File: src/rtl/rdi_pkg.sv
// Shared RDI definitions for the bring-up sequencer and the bring-up wrapper.
// Contents: bring-up codes, RDI state/request encodings, the sequencer FSM
// state enum, and the small decode/legality helpers used by the sequencer.
package rdi_pkg;

  typedef enum logic [2:0] {
    BU_NONE      = 3'b000,
    BU_ACTIVE    = 3'b001,
    BU_RETRAIN   = 3'b010,
    BU_LINKERROR = 3'b011,
    BU_LINKRESET = 3'b100,
    BU_DISABLED  = 3'b101
  } bring_up_e;

  // RDI state status / state request encodings (shared by lp_state_req and pl_state_sts)
  localparam logic [3:0] RDI_NOP       = 4'b0000;
  localparam logic [3:0] RDI_RESET     = 4'b0000;
  localparam logic [3:0] RDI_ACTIVE    = 4'b0001;
  localparam logic [3:0] RDI_LINKRESET = 4'b1001;
  localparam logic [3:0] RDI_LINKERROR = 4'b1010;
  localparam logic [3:0] RDI_RETRAIN   = 4'b1011;
  localparam logic [3:0] RDI_DISABLED  = 4'b1100;

  typedef enum logic [2:0] {
    ST_RESET,
    ST_ACTIVE,
    ST_RETRAIN,
    ST_LINKRESET,
    ST_LINKERROR,
    ST_DISABLED,
    ST_BUSY
  } seq_state_e;

  // Local adapter request to bring-up code; unsupported encodings map to none.
  function automatic bring_up_e req_to_code(logic [3:0] req);
    case (req)
      RDI_ACTIVE:    return BU_ACTIVE;
      RDI_LINKRESET: return BU_LINKRESET;
      RDI_RETRAIN:   return BU_RETRAIN;
      RDI_DISABLED:  return BU_DISABLED;
      default:       return BU_NONE;
    endcase
  endfunction

  function automatic seq_state_e code_to_state(bring_up_e c);
    case (c)
      BU_ACTIVE:    return ST_ACTIVE;
      BU_RETRAIN:   return ST_RETRAIN;
      BU_LINKERROR: return ST_LINKERROR;
      BU_LINKRESET: return ST_LINKRESET;
      BU_DISABLED:  return ST_DISABLED;
      default:      return ST_RESET;
    endcase
  endfunction

  function automatic logic [3:0] state_to_sts(seq_state_e s);
    case (s)
      ST_ACTIVE:    return RDI_ACTIVE;
      ST_RETRAIN:   return RDI_RETRAIN;
      ST_LINKERROR: return RDI_LINKERROR;
      ST_LINKRESET: return RDI_LINKRESET;
      ST_DISABLED:  return RDI_DISABLED;
      default:      return RDI_RESET;
    endcase
  endfunction

  // Transition table for stable states. A request equal to the current
  // state never appears here, so it is ignored like any illegal one.
  function automatic logic legal_move(seq_state_e s, bring_up_e c);
    case (s)
      ST_RESET, ST_RETRAIN, ST_LINKRESET, ST_DISABLED, ST_LINKERROR:
        return c == BU_ACTIVE;
      ST_ACTIVE:
        return c inside {BU_RETRAIN, BU_LINKRESET, BU_DISABLED};
      default:
        return 1'b0;
    endcase
  endfunction

endpackage

File: src/rtl/rdi_bring_up_sequencer_if.sv
// Bundle between the adapter/wrapper side (master) and the bring-up
// sequencer (slave).
//   i_lp_state_req, i_lp_linkerror          : adapter state request / LinkError
//   i_remote_req_valid, i_remote_req_type   : decoded partner sideband request
//   i_bring_up_done                         : wrapper bring-up completion
//   o_choosen_bring_up, o_just_send_responce: bring-up selection to the wrapper
//   o_pl_state_sts, o_pl_error, o_busy      : status back to the adapter
interface rdi_bring_up_sequencer_if;
  logic [3:0] i_lp_state_req;
  logic       i_lp_linkerror;
  logic       i_remote_req_valid;
  logic [2:0] i_remote_req_type;
  logic       i_bring_up_done;
  logic [2:0] o_choosen_bring_up;
  logic       o_just_send_responce;
  logic [3:0] o_pl_state_sts;
  logic       o_pl_error;
  logic       o_busy;

  modport master (
    output i_lp_state_req, i_lp_linkerror, i_remote_req_valid,
           i_remote_req_type, i_bring_up_done,
    input  o_choosen_bring_up, o_just_send_responce, o_pl_state_sts,
           o_pl_error, o_busy
  );

  modport slave (
    input  i_lp_state_req, i_lp_linkerror, i_remote_req_valid,
           i_remote_req_type, i_bring_up_done,
    output o_choosen_bring_up, o_just_send_responce, o_pl_state_sts,
           o_pl_error, o_busy
  );
endinterface

File: src/rtl/rdi_bring_up_timer.sv
// Bring-up timeout counter.
//   clk, rst : clock and synchronous active-high reset
//   clr      : restart the count at zero (wins over en)
//   en       : count one cycle
//   expire   : high during the last allowed cycle (count == TIMEOUT_CYCLES-1)
module rdi_bring_up_timer #(
  parameter int TIMEOUT_CYCLES = 8000,
  parameter int CNT_W          = 13
) (
  input  logic clk,
  input  logic rst,
  input  logic clr,
  input  logic en,
  output logic expire
);
  localparam logic [CNT_W-1:0] LAST = CNT_W'(TIMEOUT_CYCLES - 1);

  logic [CNT_W-1:0] count;

  always_ff @(posedge clk) begin
    if (rst || clr) begin
      count <= '0;
    end else if (en) begin
      count <= count + 1'b1;
    end
  end

  assign expire = en && (count == LAST);
endmodule

File: src/rtl/rdi_bring_up_sequencer.sv
// RDI state sequencer: arbitrates adapter LinkError, partner sideband
// requests and local state requests, launches one bring-up at a time on the
// wrapper, and publishes pl_state_sts / timeout errors.
//   lclk, sys_rst : clock and synchronous active-high reset
//   bus (slave)   : request inputs and status/bring-up outputs
//
// state        | meaning
// ST_RESET     | after reset, waits for local Active
// ST_ACTIVE    | link up; Retrain/LinkReset/Disabled may launch
// ST_RETRAIN   | retrained; Active may launch
// ST_LINKRESET | link reset; Active after a NOP request was seen
// ST_LINKERROR | link error; only local Active after NOP, LinkError low
// ST_DISABLED  | disabled; Active after a NOP request was seen
// ST_BUSY      | bring-up running; code/responder frozen, sts held
module rdi_bring_up_sequencer
  import rdi_pkg::*;
#(
  parameter int TIMEOUT_CYCLES = 8000,
  parameter int CNT_W          = 13
) (
  input logic lclk,
  input logic sys_rst,
  rdi_bring_up_sequencer_if.slave bus
);

  seq_state_e state;
  bring_up_e  code;
  bring_up_e  sel_code;
  bring_up_e  remote_code;
  bring_up_e  local_code;
  logic       resp;
  logic       sel_resp;
  logic [3:0] sts;
  logic       pl_error;
  logic       busy;
  logic       nop_seen;
  logic       in_busy;
  logic       needs_nop;
  logic       remote_ok;
  logic       local_ok;
  logic       launch;
  logic       le_switch;
  logic       expire;

  always_comb begin
    in_busy     = (state == ST_BUSY);
    remote_code = bring_up_e'(bus.i_remote_req_type);
    local_code  = req_to_code(bus.i_lp_state_req);
    needs_nop   = state inside {ST_LINKRESET, ST_DISABLED, ST_LINKERROR};
    remote_ok   = bus.i_remote_req_valid && (state != ST_LINKERROR) &&
                  legal_move(state, remote_code);
    local_ok    = legal_move(state, local_code) && (!needs_nop || nop_seen);

    sel_code = BU_NONE;
    sel_resp = 1'b0;
    if (!in_busy) begin
      // LinkError dominates; held in ST_LINKERROR it blocks everything.
      if (bus.i_lp_linkerror) begin
        if (state != ST_LINKERROR) sel_code = BU_LINKERROR;
      end else if (remote_ok) begin
        sel_code = remote_code;
        sel_resp = 1'b1;
      end else if (local_ok) begin
        sel_code = local_code;
      end
    end

    launch    = (sel_code != BU_NONE);
    le_switch = in_busy && bus.i_lp_linkerror && (code != BU_LINKERROR);
  end

  rdi_bring_up_timer #(
    .TIMEOUT_CYCLES (TIMEOUT_CYCLES),
    .CNT_W          (CNT_W)
  ) u_timer (
    .clk    (lclk),
    .rst    (sys_rst),
    .clr    (launch || le_switch),
    .en     (in_busy),
    .expire (expire)
  );

  always_ff @(posedge lclk) begin
    if (sys_rst) begin
      state    <= ST_RESET;
      code     <= BU_NONE;
      resp     <= 1'b0;
      sts      <= RDI_RESET;
      pl_error <= 1'b0;
      busy     <= 1'b0;
      nop_seen <= 1'b0;
    end else begin
      pl_error <= 1'b0;
      if (in_busy) begin
        // LinkError preempts the running bring-up; done beats timeout.
        if (le_switch) begin
          code <= BU_LINKERROR;
          resp <= 1'b0;
        end else if (bus.i_bring_up_done) begin
          state    <= code_to_state(code);
          sts      <= state_to_sts(code_to_state(code));
          code     <= BU_NONE;
          resp     <= 1'b0;
          busy     <= 1'b0;
          nop_seen <= 1'b0;
        end else if (expire) begin
          state    <= ST_LINKERROR;
          sts      <= RDI_LINKERROR;
          code     <= BU_NONE;
          resp     <= 1'b0;
          busy     <= 1'b0;
          pl_error <= 1'b1;
          nop_seen <= 1'b0;
        end
      end else begin
        if (launch) begin
          state <= ST_BUSY;
          code  <= sel_code;
          resp  <= sel_resp;
          busy  <= 1'b1;
        end else if (bus.i_lp_state_req == RDI_NOP) begin
          nop_seen <= 1'b1;
        end
      end
    end
  end

  assign bus.o_choosen_bring_up   = code;
  assign bus.o_just_send_responce = resp;
  assign bus.o_pl_state_sts       = sts;
  assign bus.o_pl_error           = pl_error;
  assign bus.o_busy               = busy;

endmodule

File: src/flat_wrapper.sv
// flat-port wrapper written by rule: the top's interface ports become plain ports
module rdi_bring_up_sequencer_flat import rdi_pkg::*;
#(
  parameter int TIMEOUT_CYCLES = 8000,
  parameter int CNT_W          = 13
)
  (lclk, sys_rst, bus_i_lp_state_req, bus_i_lp_linkerror, bus_i_remote_req_valid, bus_i_remote_req_type, bus_i_bring_up_done, bus_o_choosen_bring_up, bus_o_just_send_responce, bus_o_pl_state_sts, bus_o_pl_error, bus_o_busy);
  rdi_bring_up_sequencer_if bus_i ();
  input logic lclk;
  input logic sys_rst;
  input wire logic [$bits(bus_i.i_lp_state_req)-1:0] bus_i_lp_state_req;
  input wire logic [$bits(bus_i.i_lp_linkerror)-1:0] bus_i_lp_linkerror;
  input wire logic [$bits(bus_i.i_remote_req_valid)-1:0] bus_i_remote_req_valid;
  input wire logic [$bits(bus_i.i_remote_req_type)-1:0] bus_i_remote_req_type;
  input wire logic [$bits(bus_i.i_bring_up_done)-1:0] bus_i_bring_up_done;
  output wire logic [$bits(bus_i.o_choosen_bring_up)-1:0] bus_o_choosen_bring_up;
  output wire logic [$bits(bus_i.o_just_send_responce)-1:0] bus_o_just_send_responce;
  output wire logic [$bits(bus_i.o_pl_state_sts)-1:0] bus_o_pl_state_sts;
  output wire logic [$bits(bus_i.o_pl_error)-1:0] bus_o_pl_error;
  output wire logic [$bits(bus_i.o_busy)-1:0] bus_o_busy;
  assign bus_i.i_lp_state_req = bus_i_lp_state_req;
  assign bus_i.i_lp_linkerror = bus_i_lp_linkerror;
  assign bus_i.i_remote_req_valid = bus_i_remote_req_valid;
  assign bus_i.i_remote_req_type = bus_i_remote_req_type;
  assign bus_i.i_bring_up_done = bus_i_bring_up_done;
  assign bus_o_choosen_bring_up = bus_i.o_choosen_bring_up;
  assign bus_o_just_send_responce = bus_i.o_just_send_responce;
  assign bus_o_pl_state_sts = bus_i.o_pl_state_sts;
  assign bus_o_pl_error = bus_i.o_pl_error;
  assign bus_o_busy = bus_i.o_busy;
  rdi_bring_up_sequencer #(.TIMEOUT_CYCLES(TIMEOUT_CYCLES), .CNT_W(CNT_W)) u_core (.lclk(lclk), .sys_rst(sys_rst), .bus(bus_i));
endmodule
File: config.mk
export PLATFORM = sky130hd
export DESIGN_NAME = rdi_bring_up_sequencer_flat
export DESIGN_NICKNAME = d
export VERILOG_FILES = /design/src/rtl/rdi_pkg.sv /design/src/rtl/rdi_bring_up_sequencer_if.sv /design/src/rtl/rdi_bring_up_timer.sv /design/src/rtl/rdi_bring_up_sequencer.sv /design/src/flat_wrapper.sv
export SDC_FILE = /design/constraint.sdc
export NUM_CORES = 1
export LEC_CHECK = 0
export ABC_AREA = 1
export CORE_ASPECT_RATIO = 0.8
export CORE_MARGIN = 4
export CORE_UTILIZATION = 40
export CTS_CLUSTER_DIAMETER = 60
export CTS_CLUSTER_SIZE = 8
export DETAILED_ROUTE_END_ITERATION = 8
export SLEW_MARGIN = 20
export SYNTH_ARGS = -nofsm -noshare
export SYNTH_HDL_FRONTEND = slang
export SYNTH_HIERARCHICAL = 1
export SYNTH_SLANG_ARGS = --single-unit
File: constraint.sdc
create_clock -name lclk -period 2.4 [get_ports lclk]
set_input_delay 0.36 -clock lclk [delete_from_list [all_inputs] [get_ports lclk]]
set_output_delay 0.36 -clock lclk [all_outputs]
set_load 0.01 [all_outputs]
==> run metrics, run 1 <==
status completed; die area 5300 um2; sequential-to-total area share from yosys stat 32.2%; final hold violations 0; Post-Layout Cell Count 331; cell count along the critical path 9; Layout Skew 3.51 ps; initial antenna violation count 0; IO Port Bufs 21; Clock Path Buffers 2; Relative slew margins 73.1%; Worst-path clk slew 90 ps; cts hold-fix bufs 0; yosys warns 6; Synth Flop Type dfxtp_1; #FFs+latches synth 27; clock sinks 27; core region area 3930 um2; most area-hungry cell type in the Yosys netlist dfxtp_1; largest net degree at the start of global routing 15; initial DRC count 56; Sum Neg Setup Slack 0 ps; CP top delay family simple AND/OR/NAND/NOR gates; Via density 4.74; layout cell share with drive strength beyond 1 13.4%; worst hold slack 466 ps; Gates resized, CTS repair 0; Inst Count DP 327; Mapped Area 1680 um2; CP required 2600 ps; First-pass DRT Iterations 4; Yosys cell types 34; CP Launch Type flip-flop; top-area cell type share of the netlist area 32.2%; nets 292; top sig layer met4; cells after synthesis 249; worst vdd ir 0.344 mV; RSZ-0062 raised after global routing no; final worst path period share 90.5%; IO Count 22; kind of end point of the critical path flip-flop; Leak 0.795 nW; R2R Path End u_core/state[0]; critical path cell sequence ha_1 -> nand3_2 -> nor2_4 -> nand3b_1 -> nor3_2 -> nor2_1 -> nor2_1 -> nand3_1 -> a21oi_1; Overall Global Routing Usage 15.4%; Least-Margin Pin Slew 403 ps; CTS tree done; critical setup path kind reg -> reg; post-route ant nets 0; global route overflow 0; Clk Latency, worst-skew pair 270 ps; total CTS buffers 3; Worst Setup EP u_core/state[0]; Synth area leaders dfxtp_1 32%, nand2_1 13%, inv_1 7.4%; R2R cell count 9; Final setup viols 0; Met2 Wirelength 1.45 mm; Syn Nets 264; Starting Density 42.7%; GP Congestion 0.859; CTS H-tree depth 1; CP max stage cell dfxtp_1; met3 wire length 123 um; Most common cell on crit path nor2_1; most common cell after layout, fill and taps aside nand2_1; Post-DP HPWL 3.02 mm; Worst R2R Start u_core/u_timer/count[0]; vias in the first global route 1444; Min Clock Period, post-route 2170 ps; PD cells 463 nW/um2; Area Overhead vs Synth 20.0%; # rows 20; Ant. Diodes 0; WP data arrival 2370 ps; Max Transition Viols Final 0; Worst R2R Setup Slack 230 ps; Setup Fix Bufs, Post-CTS 0; vias 1569; routed wire length 3.76 mm; Worst Hold Depth 2; max incr delay on CP 460 ps; Final Util 51.2%; Post-synth EDFFs 0; global-route wire length before repair 6.50 mm; drt drc 0; Max Cap Viol 0; max frequency 0.460 GHz; Horiz. Die Dim 80.4 um; drt wl/cell 11.4 um; Die H 65.9 um; syn avg cell area 6.74 um2; clock root buffer clkbuf_8; critical-path maximum fanout 7; Buf+Inv Stages, Crit Path 0; share of async-settable or async-resettable flops after synthesis 0%; Worst Setup SP u_core/u_timer/count[0]; hold crit path type reg -> reg; commonest cells after routing, fill and taps aside 60 x nand2_1, 33 x inv_1, 32 x nor2_1, 27 x dfxtp_1, 21 x clkdlybuf4s50_1; fill count 394; Post-Route M1 WL 2.17 mm
## worst min-delay path: stages (launching register included)
cell     delay, ps
dfxtp_1        320
nand2_1         60
a21oi_1         50
## per-layer routing
metal  track usage [%]  up-vias
li1                  -      861
met1              22.9      680
met2              23.1       26
met3              3.27        2
met4              2.53        0
met5                 0        -
## stage by stage
stage                     instance area (um2)  setup slack, ps  total power, mW
final                                    2010              227            0.931
after global routing                     2010             63.6            0.990
after CTS                                2010              241            0.947
after detailed placement                 1970             89.9            0.685
after global placement                   1970              149            0.685
after floorplan                          1680              558            0.612
## sequential cells by signal (all words and copies together), names as in the netlist
register / count
u_core/bus.o_just_send_responce: 1
u_core/bus.o_busy: 1
u_core/nop_seen: 1
u_core/bus.o_choosen_bring_up: 3
u_core/bus.o_pl_state_sts: 4
u_core/u_timer/count: 13
u_core/bus.o_pl_error: 1
u_core/state: 3
## worst min path at each step
stage | startpoint | end | slack, ps
floorplan | sys_rst | u_core/bus.o_busy | 430
global placement | u_core/bus.o_busy | u_core/bus.o_busy | 450
detailed placement | u_core/bus.o_busy | u_core/bus.o_busy | 450
CTS | u_core/bus.o_busy | u_core/bus.o_busy | 470
global route | u_core/bus.o_just_send_responce | u_core/bus.o_just_send_responce | 490
finish | u_core/bus.o_busy | u_core/bus.o_busy | 470
## cell families after synthesis
kind of cell    after synthesis  share of synthesized area (%)
buf+inv                      36                           8.50
fa+ha+maj                     3                           2.24
flops                        27                           32.2
xor+xnor                      2                           1.04
simple gates                145                           42.9
compound gates               36                           13.1
## report_power, final
| part | switching [mW] | total, mW | internal, mW |
|---|---|---|---|
| sequential | 0.0153 | 0.478 | 0.462 |
| clock | 0.137 | 0.255 | 0.119 |
| combinational | 0.115 | 0.198 | 0.0828 |
## cell type report
cell class	instances	area, um2	share of cell area [%]
inverter	35	131	6.53
sequential	27	541	26.8
timing repair buffer	24	233	11.6
tap	55	68.8	3.42
multi-input combinational	186	995	49.4
clock buffer	4	45.0	2.24
## cells in the mapped netlist, types with 2 or more instances
master / number
nand2_1: 60
inv_1: 33
nor2_1: 32
dfxtp_1: 27
a21oi_1: 16
nand3_1: 12
nand2_2: 8
nand4_1: 7
o21ai_0: 7
nor2_4: 5
nor3_1: 5
nand3_2: 4
nor2_2: 4
a31oi_1: 3
ha_1: 3
a21oi_2: 2
inv_2: 2
nand2_4: 2
xor2_1: 2
No activity file was read; power rests on OpenSTA's default activity.
==> run 2: changes to the inputs <==
--- a/config.mk
+++ b/config.mk
@@ -8,3 +8,2 @@
 export ABC_AREA = 1
-export CORE_ASPECT_RATIO = 0.8
 export CORE_MARGIN = 4
==> constraint.sdc (replaced) <==
create_clock -name lclk -period 2.4 [get_ports lclk]
set_input_delay 0.24 -clock lclk [delete_from_list [all_inputs] [get_ports lclk]]
set_output_delay 0.24 -clock lclk [all_outputs]
set_load 0.01 [all_outputs]
==> run 2 against run 1 <==
Net effect:
- wire length down 4.5%
- fmax up 2.4%
- first-iteration DRC count down 8.9%
- global-route usage down 0.41 points
- clock skew about the same
- sequential share of layout area up 0.067 points
- sequential power about the same
- core utilization down 1.4 points
- critical endpoint unchanged
- largest cell class unchanged
- clock power up 5%
==> run metrics, run 2 (synthesis gave the netlist of run 1 again) <==
status completed; Max Cap Viol 0 (unchanged); Final Util 49.8% (-1.4 points); First-pass DRT Iterations 4 (unchanged); kind of end point of the critical path flip-flop; Sequential Area 541 um2 (unchanged); max frequency 0.472 GHz (+2.4%); RSZ-0062 raised after global routing no; drt drc 0 (unchanged); most common cell after layout, fill and taps aside nand2_1; Largest register FFs 13 (unchanged); Final setup viols 0 (unchanged); post-route ant nets 0 (unchanged); Setup Fix Bufs, Post-CTS 0 (unchanged); CP required 2610 ps (about the same); vias 1600 (+2.0%); Leak 0.797 nW (+0.35%); largest net degree at the start of global routing 16 (+1); GP Congestion 0.843 (-1.8%); global route overflow 0 (unchanged); vias in the first global route 1538 (+6.5%); nets 292 (unchanged); Post-DP HPWL 2.86 mm (-5.1%); worst vdd ir 0.370 mV (+7.5%); die area 5290 um2 (-0.13%); Clock Path Buffers 2 (unchanged); PD cells 469 nW/um2 (+1.4%); IO Port Bufs 21 (unchanged); Horiz. Die Dim 72.8 um (-9.5%); routed wire length 3.59 mm (-4.5%); Layout Skew 3.22 ps (-0.289 ps); Clk Latency, worst-skew pair 280 ps (about the same); dpl cell area 1960 um2 (-0.32%); layout cell share with drive strength beyond 1 13.8% (+0.36 points); Via density 4.91 (+3.5%); Worst-path clk slew 100 ps (about the same); Min Clock Period, post-route 2120 ps (-51.9 ps); hold path start u_core/nop_seen; Worst R2R Start u_core/state[1]; Overall Global Routing Usage 15.0% (-0.41 points); Inst Count DP 322 (-1.5%); hold crit path type reg -> reg; total power 0.942 mW (+1.2%); Gates resized, CTS repair 0 (unchanged); cts hold-fix bufs 0 (unchanged); Ant. Diodes 0 (unchanged); Max Transition Viols Final 0 (unchanged); clock sinks 27 (unchanged); Worst Setup SP u_core/state[1]; worst hold slack 462 ps (-3.42 ps); fill count 426 (+8.1%); IO Count 22 (unchanged); critical-path maximum fanout 7 (unchanged); commonest cells after routing, fill and taps aside 60 x nand2_1, 33 x inv_1, 32 x nor2_1, 27 x dfxtp_1, 21 x clkdlybuf4s50_1; final hold violations 0 (unchanged); CTS tree done; # rows 23 (+15%); initial DRC count 51 (-8.9%); pre-CTS WS 206 ps (+116 ps); multi-input logic area 995 um2 (unchanged); total CTS buffers 3 (unchanged); core region area 4030 um2 (+2.5%); Area Overhead vs Synth 19.7%; clock root buffer clkbuf_8; final worst path period share 88.4% (-2.2 points); global-route wire length before repair 6.45 mm (-0.74%); Setup WS post-layout 279 ps (+51.9 ps); Starting Density 41.6% (-1.1 points); Sum Neg Setup Slack 0 ps (unchanged); WP data arrival 2340 ps (-30 ps); CTS H-tree depth 1 (unchanged); CP Launch Type flip-flop; Die H 72.8 um (+10%); Largest Register u_core/u_timer/count; design area 2010 um2 (-0.25%); initial antenna violation count 0 (unchanged); drt wl/cell 11.0 um (-3.0%); Least-Margin Pin Slew 386 ps (-17.0 ps); critical setup path kind reg -> reg; Post-Layout Cell Count 326 (-1.5%); Relative slew margins 74.0% (+0.92 points)
==> run 2: cell count changes in the layout (fill, tap and decap cells not counted), sizes merged <==
cell	change
clkinv	+1
clkbuf	-1
==> run 2: where the power goes <==
part	internal [mW]	switching (mW)
logic	0.0831	0.113
registers	0.463	0.0155
clock network	0.117	0.151
total	0.662	0.280
==> run 2: layout make-up <==
type | instances | area share [%]
multi-input cells | 186 | 49.5
inverters | 35 | 6.54
well taps | 50 | 3.12
flip-flops and latches | 27 | 26.9
clock inverters | 1 | 0.249
clock buffers | 3 | 2.06
repair buffers | 24 | 11.6
==> run 2: path summary, 6_finish.rpt <==
check | endpoint | slack [ps] | cells past startpoint
worst max-delay path | u_core/state[0] | 280 | 10
worst min-delay path | u_core/nop_seen | 460 | 2
worst max register to register | u_core/state[0] | 280 | 10
worst min register to register | u_core/nop_seen | 460 | 2
==> run 2: routing by layer <==
metal / GRT usage [%] / vias to the layer above / routed length, um
met3: 2.89 / 4 / 131
met5: 0 / - / 0
met1: 17.9 / 714 / 1700
met2: 27.8 / 27 / 1730
li1: - / 855 / -
met4: 3.07 / 0 / 32
==> run 2: critical path: stages (launching register included) <==
cell      delay (ps)
dfxtp_1          380
nand2_1          110
nor2_2           180
nand3_2          130
nor2_4           150
nand3b_1         130
nor3_2           220
nor2_1            80
nor2_1           330
nand3_1          170
a21oi_1          160
